### src/rtl/spi_xfer_seq.sv
// -----------------------------------------------------------------------------
// spi_xfer_seq
//
// Transaction sequencer for the SPI host register port. It accepts one
// transfer descriptor, programs divider, slave-select and control once, then
// for each byte writes TX, sets GO, waits for the core's completion interrupt
// and reads RX back. The client sees valid/ready byte streams for TX and RX.
//
// Optional feature macro: SPI_SEQ_TIMEOUT_EN
//   defined   - a 16-bit watchdog runs in WAIT_DONE. After TIMEOUT cycles with
//               no interrupt, it rewrites CTRL with GO cleared, pulses err_o,
//               drops the remaining bytes and returns to IDLE without done_o.
//   undefined - WAIT_DONE waits indefinitely and err_o is tied low.
//
// Ports
//   clk_i, rst_ni              clock, asynchronous active-low reset
//   req_valid_i / req_ready_o  descriptor handshake (ready only in IDLE)
//   req_len_i                  byte count minus one
//   req_div_i, req_ss_i        divider value, slave-select mask
//   req_ctrl_i                 control word template (GO/IE bits ignored)
//   tx_valid_i / tx_ready_o    TX byte stream, data on tx_data_i
//   rx_valid_o / rx_ready_i    RX byte stream, data on rx_data_o
//   busy_o                     sequencer is not IDLE
//   done_o                     one-cycle pulse at the end of a transfer
//   err_o                      one-cycle pulse on a watchdog abort
//   bus_*                      SPI core register port (single-cycle strobes)
//   bus_rdata_i                core read data, valid one cycle after the read
//   intr_i                     OR of the core TX/RX interrupt pulses
// -----------------------------------------------------------------------------
module spi_xfer_seq #(
   parameter logic [7:0]  DIV_OFS  = 8'h14,
   parameter logic [7:0]  CTRL_OFS = 8'h10,
   parameter logic [7:0]  SS_OFS   = 8'h18,
   parameter logic [7:0]  TX_OFS   = 8'h00,
   parameter logic [7:0]  RX_OFS   = 8'h00,
   parameter int unsigned GO_BIT   = 8,
   parameter int unsigned IE_BIT   = 12,
   parameter int unsigned TIMEOUT  = 4096
) (
   input  logic        clk_i,
   input  logic        rst_ni,
   input  logic        req_valid_i,
   output logic        req_ready_o,
   input  logic [7:0]  req_len_i,
   input  logic [15:0] req_div_i,
   input  logic [7:0]  req_ss_i,
   input  logic [31:0] req_ctrl_i,
   input  logic        tx_valid_i,
   output logic        tx_ready_o,
   input  logic [7:0]  tx_data_i,
   output logic        rx_valid_o,
   input  logic        rx_ready_i,
   output logic [7:0]  rx_data_o,
   output logic        busy_o,
   output logic        done_o,
   output logic        err_o,
   output logic [7:0]  bus_addr_o,
   output logic [31:0] bus_wdata_o,
   output logic [3:0]  bus_be_o,
   output logic        bus_we_o,
   output logic        bus_re_o,
   input  logic [31:0] bus_rdata_i,
   input  logic        intr_i
);

   localparam logic [31:0] GO_MASK = 32'(1) << GO_BIT;
   localparam logic [31:0] IE_MASK = 32'(1) << IE_BIT;

   typedef enum logic [3:0] {
      S_IDLE, S_CFG_DIV, S_CFG_SS, S_CFG_CTRL, S_GET_TX, S_WR_TX, S_WR_CTRL,
      S_WAIT_DONE, S_RD_ADDR, S_RD_CAP, S_PUSH_RX, S_FIN, S_ABORT
   } state_e;

   state_e      state_q, state_d;
   logic [7:0]  len_q;
   logic [15:0] div_q;
   logic [7:0]  ss_q;
   logic [31:0] ctrl_q;      // template with GO and IE already cleared
   logic [7:0]  cnt_q;       // index of the byte in flight
   logic [7:0]  tx_byte_q;
   logic [7:0]  rx_byte_q;
   logic        armed_q;     // keeps req_ready_o low while rst_ni is asserted
   logic        last_byte;

   // Only the low byte of the RX register carries data.
   logic unused_rdata;
   assign unused_rdata = ^bus_rdata_i[31:8];

   assign req_ready_o = (state_q == S_IDLE) && armed_q;
   assign busy_o      = (state_q != S_IDLE);
   assign rx_data_o   = rx_byte_q;
   assign last_byte   = (cnt_q == len_q);

   // NOTE: sequential state uses non-blocking assignments so every flop
   // samples the pre-edge value of every other flop.
   always_ff @(posedge clk_i or negedge rst_ni) begin
      if (!rst_ni) begin
         state_q <= S_IDLE;
      end else begin
         state_q <= state_d;
      end
   end

   // NOTE: the datapath registers are few and all get an async reset so every
   // output, including rx_data_o, is a defined 0 while rst_ni is low.
   always_ff @(posedge clk_i or negedge rst_ni) begin
      if (!rst_ni) begin
         armed_q   <= 1'b0;
         len_q     <= '0;
         div_q     <= '0;
         ss_q      <= '0;
         ctrl_q    <= '0;
         cnt_q     <= '0;
         tx_byte_q <= '0;
         rx_byte_q <= '0;
      end else begin
         armed_q <= 1'b1;
         if (req_valid_i && req_ready_o) begin
            len_q  <= req_len_i;
            div_q  <= req_div_i;
            ss_q   <= req_ss_i;
            ctrl_q <= req_ctrl_i & ~(GO_MASK | IE_MASK);
            cnt_q  <= '0;
         end
         if (state_q == S_GET_TX && tx_valid_i) begin
            tx_byte_q <= tx_data_i;
         end
         if (state_q == S_RD_CAP) begin
            rx_byte_q <= bus_rdata_i[7:0];
         end
         // Saturates at the final byte, so a 256-byte transfer never wraps.
         if (state_q == S_PUSH_RX && rx_ready_i && !last_byte) begin
            cnt_q <= cnt_q + 8'd1;
         end
      end
   end

`ifdef SPI_SEQ_TIMEOUT_EN
   localparam logic [15:0] TO_LAST = 16'(TIMEOUT - 1);
   logic [15:0] to_cnt_q;

   // Cleared on the way into WAIT_DONE, counts every cycle spent there.
   always_ff @(posedge clk_i or negedge rst_ni) begin
      if (!rst_ni) begin
         to_cnt_q <= '0;
      end else if (state_q == S_WR_CTRL) begin
         to_cnt_q <= '0;
      end else if (state_q == S_WAIT_DONE) begin
         to_cnt_q <= to_cnt_q + 16'd1;
      end
   end
`endif

   // NOTE: every combinational output gets a default before the case so that
   // no path leaves a signal unassigned and no latch is inferred.
   always_comb begin
      state_d     = state_q;
      tx_ready_o  = 1'b0;
      rx_valid_o  = 1'b0;
      done_o      = 1'b0;
      err_o       = 1'b0;
      bus_addr_o  = '0;
      bus_wdata_o = '0;
      bus_be_o    = '0;
      bus_we_o    = 1'b0;
      bus_re_o    = 1'b0;
      unique case (state_q)
         S_IDLE: if (req_valid_i && req_ready_o) state_d = S_CFG_DIV;
         S_CFG_DIV: begin
            bus_we_o    = 1'b1;
            bus_addr_o  = DIV_OFS;
            bus_be_o    = 4'b0011;
            bus_wdata_o = {16'b0, div_q};
            state_d     = S_CFG_SS;
         end
         S_CFG_SS: begin
            bus_we_o    = 1'b1;
            bus_addr_o  = SS_OFS;
            bus_be_o    = 4'b0001;
            bus_wdata_o = {24'b0, ss_q};
            state_d     = S_CFG_CTRL;
         end
         // TX must be enabled in the core before the first byte is written.
         S_CFG_CTRL: begin
            bus_we_o    = 1'b1;
            bus_addr_o  = CTRL_OFS;
            bus_be_o    = 4'b1111;
            bus_wdata_o = ctrl_q;
            state_d     = S_GET_TX;
         end
         S_GET_TX: begin
            tx_ready_o = 1'b1;
            if (tx_valid_i) state_d = S_WR_TX;
         end
         S_WR_TX: begin
            bus_we_o    = 1'b1;
            bus_addr_o  = TX_OFS;
            bus_be_o    = 4'b0001;
            bus_wdata_o = {24'b0, tx_byte_q};
            state_d     = S_WR_CTRL;
         end
         S_WR_CTRL: begin
            bus_we_o    = 1'b1;
            bus_addr_o  = CTRL_OFS;
            bus_be_o    = 4'b1111;
            bus_wdata_o = ctrl_q | GO_MASK | IE_MASK;
            state_d     = S_WAIT_DONE;
         end
         S_WAIT_DONE: begin
            if (intr_i) begin
               state_d = S_RD_ADDR;
`ifdef SPI_SEQ_TIMEOUT_EN
            end else if (to_cnt_q == TO_LAST) begin
               state_d = S_ABORT;
`endif
            end
         end
         S_RD_ADDR: begin
            bus_re_o   = 1'b1;
            bus_addr_o = RX_OFS;
            state_d    = S_RD_CAP;
         end
         S_RD_CAP: state_d = S_PUSH_RX;
         S_PUSH_RX: begin
            rx_valid_o = 1'b1;
            if (rx_ready_i) state_d = last_byte ? S_FIN : S_GET_TX;
         end
         S_FIN: begin
            done_o  = 1'b1;
            state_d = S_IDLE;
         end
`ifdef SPI_SEQ_TIMEOUT_EN
         // Stop the core with GO cleared, then drop the rest of the transfer.
         S_ABORT: begin
            bus_we_o    = 1'b1;
            bus_addr_o  = CTRL_OFS;
            bus_be_o    = 4'b1111;
            bus_wdata_o = ctrl_q;
            err_o       = 1'b1;
            state_d     = S_IDLE;
         end
`endif
         default: state_d = S_IDLE;
      endcase
   end

endmodule

### config.mk
export PLATFORM = sky130hd
export DESIGN_NAME = spi_xfer_seq
export DESIGN_NICKNAME = d
export VERILOG_FILES = /design/src/rtl/spi_xfer_seq.sv
export SDC_FILE = /design/constraint.sdc
export NUM_CORES = 1
export LEC_CHECK = 0
export CAP_MARGIN = 25
export CORE_MARGIN = 3
export CORE_UTILIZATION = 44
export DETAILED_ROUTE_END_ITERATION = 8
export PLACE_DENSITY = 0.86
export SKIP_LAST_GASP = 1
export SLEW_MARGIN = 20
export SYNTH_ARGS = -nofsm -noshare
export SYNTH_HDL_FRONTEND = slang
export SYNTH_SLANG_ARGS = --single-unit
### constraint.sdc
create_clock -name clk_i -period 1.87 [get_ports clk_i]
set_input_delay 0.4675 -clock clk_i [delete_from_list [all_inputs] [get_ports clk_i]]
set_output_delay 0.4675 -clock clk_i [all_outputs]
set_load 0.03 [all_outputs]
==> results.md <==
* ANT nets after route at 0
* Logic pwr share at 0.588
* Slowest-stage cell, CP: dfrtp_2
* H-tree Lvls at 3
* Setup Crit Path Kind: reg2out
* Violated checks: negative setup slack
* Synthesized flop and latch total at 91
* Initial antenna violation count at 1
* CTS tree: built
* Main synth FF type: dfrtp_1
* Port Buf Inserts at 137
* Root Driver: clkbuf_8
* CTS Buffer Depth at 2
* Fin. Hold Viols at 0
* Final count of negative-setup-slack endpoints at 114
* Fraction of layout cells with a size suffix above 1 at 0.312
* Syn Area/Cell at 9.08 sq um
* Largest net degree at the start of global routing at 50
* Largest stage delay on the critical path at 0.48 ns
* Unrepaired setup endpoints after global routing: yes
* Total Wirelength at 14300 microns
* Net Sw Frac at 0.429
* CP endpoint kind: primary output
* First-pass GRT wire length at 20100 microns
* Hold Crit Class: in2async
* IO Pins at 170
* Worst Path Arrival at 1.92 ns
* F_max at 0.419 GHz
* Slew Viols, Final at 0
* Clk pwr share at 0.121
* Reg area at 2280 sq um
* Clock Latency Late Sink at 0.36 ns
* Worst clock skew at 0.0165 ns
* GPL Wtd Cong at 0.890
* Number of flops mapped to enable cells by yosys at 0
* DR iter-0 viols at 221
* Worst setup SP type: flop
* Die ar. at 11000 sq um
* Drt first pass iters at 4
* Sequential power share at 0.292
* Fin nets at 773
* Die W at 105 microns
* Worst R2R Start: state_q[0]
* Worst VDD drop at 941 uV
* Leak Pwr at 0.00337 uW
* Area growth from synthesis to layout at 61.4%
* Min Tclk post-route at 2.39 ns
* Net switching power at 5030 uW
* CP Cell Sequence: xnor2_2 > nor3_4 > buf_6 > buf_6 > a22o_1 > buf_6
* GRT Total Usage at 0.226
* Num CTS Buffers at 9
* Cell total after placement at 744
* Async SR Flop Fraction at 1.00
* Final Cycle Share at 1.28
* Crit-path max FO at 7
* Seq/Total Area, Yosys at 0.530
* Synth Instances at 473
* Via-per-instance ratio at 5.29
* Internal at 6680 uW
* CTS clk-pin slew, worst paths at 0.11 ns
* Starting density of the core at 0.458
* Max Cap Viol at 0
* Post-synthesis cell type count at 44
* P per Cell Area at 1690 nW/um^2
* GRT overflow at 0
* Area of the core at 9370 sq um
* Final Non-Filler Cells at 797
* Crit path required time at 1.40 ns
* Row Count at 35
* Post-DP HPWL at 8260 microns
* Final WS setup at -0.519 ns
* Vias in the first global route at 4061
* Status: finished with violations
* R2R cell count at 8
* Die height at 105 microns
* Most frequent CP cell: buf_6
* Routed WL per cell at 17.9 microns
* Syn. warnings at 0
* Synthesized area at 4300 sq um
* Remaining DRCs at 0
* Pre-CTS setup slack at -0.228 ns
* CTS Sinks at 91
* Via count at 4218
* R2r endpoint: cnt_q[5]
* Multi-input gate area at 2080 sq um
* Flop2flop setup slack at -0.15 ns
* Fill cells at 648
==> logic make-up after synthesis <==
| logic type | after synthesis | share of synthesized area |
|---|---|---|
| simple gates | 261 | 0.267 |
| flops | 91 | 0.530 |
| compound gates | 55 | 0.0885 |
| buf+inv | 35 | 0.0434 |
| mux | 16 | 0.0419 |
| xor+xnor | 12 | 0.0245 |
| other cells | 2 | 0.00175 |
| fa+ha+maj | 1 | 0.00291 |
==> worst max-delay path by stage <==
stage	from	end	slack, ns	depth (start not counted)
after CTS	state_q[1]	bus_wdata_o[13]	-0.45	7
final	state_q[0]	bus_wdata_o[13]	-0.52	6
after floorplan	state_q[3]	bus_be_o[0]	-0.21	3
after detailed placement	state_q[1]	bus_wdata_o[2]	-0.23	6
after global routing	state_q[0]	bus_wdata_o[11]	-0.58	6
after global placement	state_q[1]	bus_wdata_o[5]	-0.17	6
==> layer usage <==
layer,vias to the layer above,global-route usage,routed length (microns)
met4,0,0.0675,326
met2,214,0.386,7310
met5,-,0,0
li1,1917,-,-
met1,2057,0.281,5490
met3,30,0.0587,1130
==> power groups by stage <==
stage               Combinational, uW  Sequential, uW  Clock (uW)
finish                           6880            3410        1410
global route                     7290            3510        1520
CTS                              6140            3390        1420
detailed placement               5320            3410           0
global placement                 5200            3340           0
floorplan                        3200            3400           0
==> per-stage QoR <==
step / utilization / area, sq um / TNS, ns / hold WS [ns] / total power [uW]
finish: 0.740 / 6940 / -24.97 / 0.461 / 11700
global route: 0.740 / 6940 / -33.29 / 0.461 / 12300
CTS: 0.697 / 6530 / -15.97 / 0.444 / 11000
detailed placement: 0.633 / 5930 / -5.22 / 0.294 / 8730
global placement: 0.633 / 5930 / -3.50 / 0.295 / 8540
floorplan: - / 4370 / -1.65 / 0.172 / 6590
==> Yosys cell counts, types with 2 or more instances <==
library cell | number | share of area
buf_2 | 14 | 0.016
nand3_1 | 9 | 0.010
xnor2_1 | 4 | 0.0082
xor2_1 | 8 | 0.016
nor2_4 | 2 | 0.0052
nor3_1 | 3 | 0.0035
nor2_1 | 8 | 0.0070
clkbuf_1 | 8 | 0.0070
nor4_1 | 2 | 0.0029
nand2_1 | 197 | 0.17
o21ai_0 | 2 | 0.0023
a22oi_1 | 17 | 0.030
and3_1 | 4 | 0.0058
a211oi_1 | 2 | 0.0035
nand2b_1 | 5 | 0.0073
buf_4 | 8 | 0.014
inv_1 | 2 | 0.0017
nor3_2 | 2 | 0.0047
a21oi_1 | 5 | 0.0058
and2_1 | 20 | 0.029
mux2_2 | 15 | 0.039
a22o_1 | 6 | 0.012
a21o_1 | 2 | 0.0035
dfrtp_1 | 91 | 0.53
nor3b_1 | 2 | 0.0035
nor2b_1 | 2 | 0.0029
a211o_1 | 3 | 0.0061
conb_1 | 2 | 0.0017
o21ai_1 | 13 | 0.015
==> registers in the layout, summed over array words and instances, names as in the netlist <==
signal,flops
ss_q,8
rx_data_o,8
tx_byte_q,8
len_q,8
state_q,4
ctrl_q,30
div_q,16
armed_q,1
cnt_q,8
==> layout by cell type (no fill, tap or decap), drive strengths merged, types with 2 or more instances in the layout <==
cell           count
nor3b              2
clkinv             3
a211o              3
a21oi              5
mux2              16
and3               4
conb               7
clkbuf            12
nor4               3
clkdlybuf4s50     82
a22oi             17
o21ai             15
xor2               8
inv                4
dlygate4sd2        5
nand2b             5
a211oi             2
dfrtp             91
nor3               5
nand3              9
buf              111
and2              20
nor2b              2
a21o               2
nor2              10
clkinvlp           2
a22o               6
xnor2              4
nand2            197
dlymetal6s2s       3
==> final cells by class <==
| cell class | count | share of cell area |
|---|---|---|
| Antenna cell | 1 | 0.000361 |
| Multi-Input combinational cell | 352 | 0.299 |
| Sequential cell | 91 | 0.329 |
| Clock buffer | 9 | 0.0179 |
| Inverter | 3 | 0.00198 |
| Timing Repair Buffer | 205 | 0.315 |
| Tap cell | 129 | 0.0233 |
| Clock inverter | 7 | 0.0126 |
==> critical path, delay by kind of cell (launching register included) <==
kind / cells / cell delay, ns
AOI/OAI and AO/OA: 1 / 0.16
xor gates and xnor gates: 1 / 0.18
buffers and inverters: 3 / 0.44
DFF: 1 / 0.48
and+or+nand+nor: 1 / 0.30
==> what timing repair did <==
action	4_1_cts	5_1_grt
gates resized for setup	82	48
hold endpoints to repair	5	0
hold buffers	1	0
endpoints found under the setup margin	57	130
buffers inserted	15	13
cloned	2	6
pin swaps	18	9
No activity file was read; power rests on OpenSTA's default activity.
